[config.mk]
export PLATFORM = sky130hd
export DESIGN_NAME = mul_arbiter
export DESIGN_NICKNAME = d
export VERILOG_FILES = /design/src/rtl/mul_arb_pkg.sv /design/src/rtl/mul_arb_rr.sv /design/src/rtl/mul_arbiter.sv
export SDC_FILE = /design/constraint.sdc
export NUM_CORES = 1
export LEC_CHECK = 0
export CAP_MARGIN = 25
export CORE_UTILIZATION = 35
export DETAILED_ROUTE_END_ITERATION = 8
export GPL_TIMING_DRIVEN = 1
export PLACE_DENSITY = 0.77
export SLEW_MARGIN = 20
export SYNTH_ARGS = -nofsm -noshare
export SYNTH_HDL_FRONTEND = slang
export SYNTH_SLANG_ARGS = --single-unit
export TNS_END_PERCENT = 20
[constraint.sdc]
create_clock -name clk -period 1.75 [get_ports clk]
set_input_delay 0.175 -clock clk [delete_from_list [all_inputs] [get_ports clk]]
set_output_delay 0.175 -clock clk [all_outputs]
set_load 0.01 [all_outputs]
[src/rtl/mul_arb_pkg.sv]
// mul_arb_pkg: shared definitions for the multiplier arbiter.
//   - default NREQ / W / TIMEOUT values
//   - FSM state enum (IDLE, ISSUE, WAIT, RESP)
package mul_arb_pkg;

  localparam int NREQ_DEF    = 4;
  localparam int W_DEF       = 8;
  localparam int TIMEOUT_DEF = 63;

  typedef enum logic [1:0] {
    IDLE  = 2'd0,
    ISSUE = 2'd1,
    WAIT  = 2'd2,
    RESP  = 2'd3
  } arb_state_e;

endpackage

[src/rtl/mul_arb_rr.sv]
// mul_arb_rr: combinational round-robin pick.
// Finds the first set request at or after ptr_i, wrapping cyclically.
// Ports:
//   req_i   [NREQ-1:0]  request levels
//   ptr_i   [IDXW-1:0]  search start index (always < NREQ)
//   valid_o             at least one request is set
//   idx_o   [IDXW-1:0]  index of the winning requester (0 when !valid_o)
module mul_arb_rr
  import mul_arb_pkg::*;
#(
  parameter int NREQ = NREQ_DEF,
  parameter int IDXW = $clog2(NREQ)
) (
  input  logic [NREQ-1:0] req_i,
  input  logic [IDXW-1:0] ptr_i,
  output logic            valid_o,
  output logic [IDXW-1:0] idx_o
);

  // One spare bit so ptr + offset cannot overflow before the wrap.
  logic [IDXW:0]   sum;
  logic [IDXW-1:0] cand;

  // Walk offsets from farthest to nearest so the nearest hit wins.
  always_comb begin
    valid_o = 1'b0;
    idx_o   = '0;
    sum     = '0;
    cand    = '0;
    for (int k = NREQ - 1; k >= 0; k--) begin
      sum = {1'b0, ptr_i} + (IDXW + 1)'(k);
      if (sum >= (IDXW + 1)'(NREQ)) begin
        sum = sum - (IDXW + 1)'(NREQ);
      end
      cand = sum[IDXW-1:0];
      if (req_i[cand]) begin
        valid_o = 1'b1;
        idx_o   = cand;
      end
    end
  end

endmodule

[src/rtl/mul_arbiter.sv]
// mul_arbiter: round-robin arbiter sharing one external multiplier among
// NREQ requesters.
//
// State table:
//   IDLE  | waiting for a request; picks owner, latches its operands
//   ISSUE | mul_bgn pulse to the multiplier
//   WAIT  | waiting for mul_done (or timeout when enabled)
//   RESP  | one-cycle ack[gnt_id] with the latched product
//
// Ports:
//   clk, rst_b          clock, synchronous active-low reset
//   req   [NREQ-1:0]    request levels
//   opa, opb            packed operands, slice i = requester i
//   ack   [NREQ-1:0]    one-hot completion pulse
//   result [2W-1:0]     product, meaningful while ack != 0
//   gnt_id              current owner index
//   mul_bgn             start pulse to the multiplier
//   mul_x, mul_y        operands to the multiplier
//   mul_done, mul_res   multiplier completion and product
//   timeout_err         set with ack when the wait timed out
//
// Build option: define MUL_ARB_TIMEOUT_EN to abort WAIT after TIMEOUT cycles
// with result 0 and timeout_err set. Without it WAIT never times out and
// timeout_err is constant 0.
module mul_arbiter
  import mul_arb_pkg::*;
#(
  parameter int NREQ    = NREQ_DEF,
  parameter int W       = W_DEF,
  parameter int TIMEOUT = TIMEOUT_DEF
) (
  input  logic                      clk,
  input  logic                      rst_b,
  input  logic [NREQ-1:0]           req,
  input  logic [NREQ*W-1:0]         opa,
  input  logic [NREQ*W-1:0]         opb,
  output logic [NREQ-1:0]           ack,
  output logic [2*W-1:0]            result,
  output logic [$clog2(NREQ)-1:0]   gnt_id,
  output logic                      mul_bgn,
  output logic [W-1:0]              mul_x,
  output logic [W-1:0]              mul_y,
  input  logic                      mul_done,
  input  logic [2*W-1:0]            mul_res,
  output logic                      timeout_err
);

  localparam int IDXW = $clog2(NREQ);

  arb_state_e      state_q, state_d;
  logic [IDXW-1:0] ptr_q, ptr_d;
  logic [IDXW-1:0] gnt_q, gnt_d;
  logic [W-1:0]    x_q, x_d;
  logic [W-1:0]    y_q, y_d;
  logic [2*W-1:0]  res_q, res_d;

  logic            pick_vld;
  logic [IDXW-1:0] pick_idx;
  logic            to_hit;

  mul_arb_rr #(
    .NREQ (NREQ),
    .IDXW (IDXW)
  ) u_rr (
    .req_i   (req),
    .ptr_i   (ptr_q),
    .valid_o (pick_vld),
    .idx_o   (pick_idx)
  );

`ifdef MUL_ARB_TIMEOUT_EN
  localparam int CNTW = $clog2(TIMEOUT + 1);

  logic [CNTW-1:0] cnt_q, cnt_d;
  logic            to_q, to_d;

  // Last permitted WAIT cycle with no completion: give up.
  assign to_hit = (state_q == WAIT) && !mul_done &&
                  (cnt_q == CNTW'(TIMEOUT - 1));

  always_comb begin
    cnt_d = '0;
    if (state_q == WAIT) begin
      cnt_d = cnt_q + CNTW'(1);
    end
    // Registered so it lines up with the RESP cycle that follows.
    to_d = to_hit;
  end

  always_ff @(posedge clk) begin
    if (!rst_b) begin
      cnt_q <= '0;
      to_q  <= 1'b0;
    end else begin
      cnt_q <= cnt_d;
      to_q  <= to_d;
    end
  end

  assign timeout_err = to_q && (state_q == RESP);
`else
  assign to_hit = 1'b0;
  // Always 0 for any legal TIMEOUT; keeps the parameter referenced in
  // this build so both builds share one parameter list.
  assign timeout_err = (TIMEOUT < 0);
`endif

  always_comb begin
    state_d = state_q;
    ptr_d   = ptr_q;
    gnt_d   = gnt_q;
    x_d     = x_q;
    y_d     = y_q;
    res_d   = res_q;
    case (state_q)
      IDLE: begin
        if (pick_vld) begin
          gnt_d   = pick_idx;
          x_d     = opa[pick_idx*W +: W];
          y_d     = opb[pick_idx*W +: W];
          state_d = ISSUE;
        end
      end
      ISSUE: begin
        state_d = WAIT;
      end
      WAIT: begin
        // A completion in the same cycle as the timeout still wins.
        if (mul_done) begin
          res_d   = mul_res;
          state_d = RESP;
        end else if (to_hit) begin
          res_d   = '0;
          state_d = RESP;
        end
      end
      RESP: begin
        ptr_d   = (gnt_q == IDXW'(NREQ - 1)) ? '0 : gnt_q + IDXW'(1);
        state_d = IDLE;
      end
      default: begin
        state_d = IDLE;
      end
    endcase
  end

  always_ff @(posedge clk) begin
    if (!rst_b) begin
      state_q <= IDLE;
      ptr_q   <= '0;
      gnt_q   <= '0;
      x_q     <= '0;
      y_q     <= '0;
      res_q   <= '0;
    end else begin
      state_q <= state_d;
      ptr_q   <= ptr_d;
      gnt_q   <= gnt_d;
      x_q     <= x_d;
      y_q     <= y_d;
      res_q   <= res_d;
    end
  end

  assign mul_bgn = (state_q == ISSUE);
  assign ack     = (state_q == RESP) ? (NREQ'(1) << gnt_q) : '0;
  assign result  = (state_q == RESP) ? res_q : '0;
  assign gnt_id  = gnt_q;
  assign mul_x   = x_q;
  assign mul_y   = y_q;

endmodule

==> impl_metrics.ini <==
[outcome]
status = completed

[global_route]
gr-total-overflow = 0
grt_max_degree = 29
grt_pass1_vias = 2214
grt_usage = 0.1929
antenna_found_initial = 0
grt_first_pass_wirelength_mm = 9.998

[floorplanning]
die_w_um = 82.20
ios = 127
die_h_um = 82.20
initial_core_util = 0.3714
coreArea_um2 = 6061
fp-row-count = 28
dieArea_um2 = 6756

[yosys]
yosys.area.top_type_share = 0.3380
synthCells = 252
synth_top_cell_by_area = dfxtp_1
netlist_area_um2 = 2251
synth_cell_types = 34
syn_nets = 348
synth-seq-area-share = 0.3380
synth_common_cells = dfxtp_1 (38), nand2_1 (36), and2_1 (22)
synth_edf_count = 0
syn_area_per_cell_um2 = 8.932
synth_most_common_cell = dfxtp_1
async_flop_share = 0
ys_warn_count = 0
synthFlopType = dfxtp_1
ys_ff_latch = 38
synth_area_leaders = dfxtp_1 (34%), mux2i_1 (9.3%), mux2_2 (6.5%)

[final_layout]
finalNetCount = 483
design_area_um2 = 3880
antennaDiodeCount = 0
area_delta_synth_final_pct = 72.37
drive_gt1_frac = 0.1314
postLayoutCoreUtil = 0.6402
instances_no_fill = 463

[cts]
cts.clk_slew.worst_paths_ps = 80
postCtsSetupRepairBufs = 0
cts_buffers = 5
cts_buffer_depth = 2
clkSinkCount = 38
clk-insertion-delay-late_ps = 290
holdBufCountCts = 0
root_buffer = clkbuf_8
htreeDepth = 2
cts_tree = yes

[routing]
ant_nets = 0
vias_per_cell = 4.927
firstDrtPassIters = 4
drcViolationCount = 0
vias = 2281
drt-total-wl_mm = 6.276
dr.first_iter.drc_count = 43
wl_per_cell_um = 13.56

[worst_setup_path]
crit_path_max_fanout = 16
critical_path_class = input port to flop
critPathCaptureType = flop
cp-start-kind = input port
reg2reg_depth = 6
required_ps = 1930
arrival_ps = 1900

[sta]
max_freq_ghz = 0.5797
finalSetupViolCount = 0
setup_tns_ps = 0
holdWs_ps = 444.2
finalMaxSlewViolations = 0
hold_viol_final = 0
clock_skew_ps = 2.562
maxSlewHeadroom = 0.6500
fin_crit_sh = 0.9858
fin_crit_ps = 1725
rsz0062_at_grt = true
tightest_slew_ps = 523.7

[worst_hold_path]
min_path_cells = 3
hold_class = input port to flop

[pwr]
p_leak_nw = 1.846
irDropWorstVdd_mv = 0.4934
power_density_nw_per_um2 = 1000

[run]
cap_violations = 0

[placed_design]
routabilityCongestion = 0.7250
post_dp_cell_area_um2 = 3695
hpwl_mm = 4.895
placed_cells = 455
portBuffers = 125
[power breakdown]
part / switching [mW] / total [mW] / leakage [nW] / internal (mW)
Sequential: 0.121 / 1.20 / 0.312 / 1.08
Combinational: 0.773 / 1.75 / 1.46 / 0.976
Clock: 0.325 / 0.933 / 0.0714 / 0.608
[cell families after synthesis]
logic type,count (synthesis),share of synthesized area
flip-flops,38,0.3380
adder cells (fa/ha/maj),9,0.05003
multiplexers,35,0.1634
AND/OR/NAND/NOR,94,0.2068
buffers and inverters,24,0.06114
AO/OA/AOI/OAI,51,0.1790
other,1,0.001666
[worst max-delay path, cell delays in order]
cell	delay, ps
clkdlybuf4s50_1	480
or3b_4	410
o221ai_4	100
buf_12	190
mux2_2	350
nand4_1	100
o211ai_1	90
[layout by cell type, fill, tap and decap left out, types with 5 or more instances in the layout]
cell type        count
o211ai_1             8
a21boi_0            17
mux2i_1             20
inv_1                5
dlygate4sd2_1        7
clkbuf_8             6
nand3_1             12
and2_1              22
mux2_2              13
nand2_1             36
dlymetal6s2s_1      14
nor2_1               8
a31oi_1              6
buf_4               17
ha_1                 8
clkdlybuf4s50_1    104
nand4_1              8
dfxtp_1             35
o211a_1              7
[metal layers]
| metal | up-vias | wire [um] | global-route usage |
|---|---|---|---|
| met5 | - | 0 | 0 |
| met4 | 0 | 90 | 0.05614 |
| met3 | 7 | 544 | 0.06813 |
| met2 | 96 | 3076 | 0.3479 |
| met1 | 1021 | 2564 | 0.2109 |
| li1 | 1157 | - | - |
[repair_timing]
action | in CTS | in global routing
gates resized for setup | 9 | 19
cloned | 0 | 0
pin swaps | 0 | 0
endpoints found under the setup margin | 35 | 29
[flip-flops by register name, indices dropped and copies added, names as in the netlist]
register / cells
gnt_id: 2
ptr_q: 2
mul_y: 8
state_q: 2
mul_x: 8
res_q: 16
[path summary, 6_finish.rpt]
kind                            slack, ps   startpoint   endpoint
worst max-delay path                   20       req[1]   mul_x[0]
worst min-delay path                  440  mul_res[15]  res_q[15]
worst max register to register         30     ptr_q[1]   mul_x[0]
worst min register to register        460     res_q[5]   res_q[5]
[final cells by class]
type                            count  area, um^2
Fill cell                         517        2181
Clock inverter                      2       60.06
Sequential cell                    38       764.5
Clock buffer                        6       82.58
Multi-Input combinational cell    190        1364
Tap cell                           75       93.84
Inverter                            5       18.77
Timing Repair Buffer              147        1496
[through the flow]
step                      worst slack [ps]  total power, mW
after floorplan                      50.02            2.105
after global placement              -283.3            2.930
after CTS                           -112.3            3.908
after detailed placement            -334.1            2.975
final                                24.84            3.881
after global routing                -45.09            4.129
(Power assumes the default switching activity.)
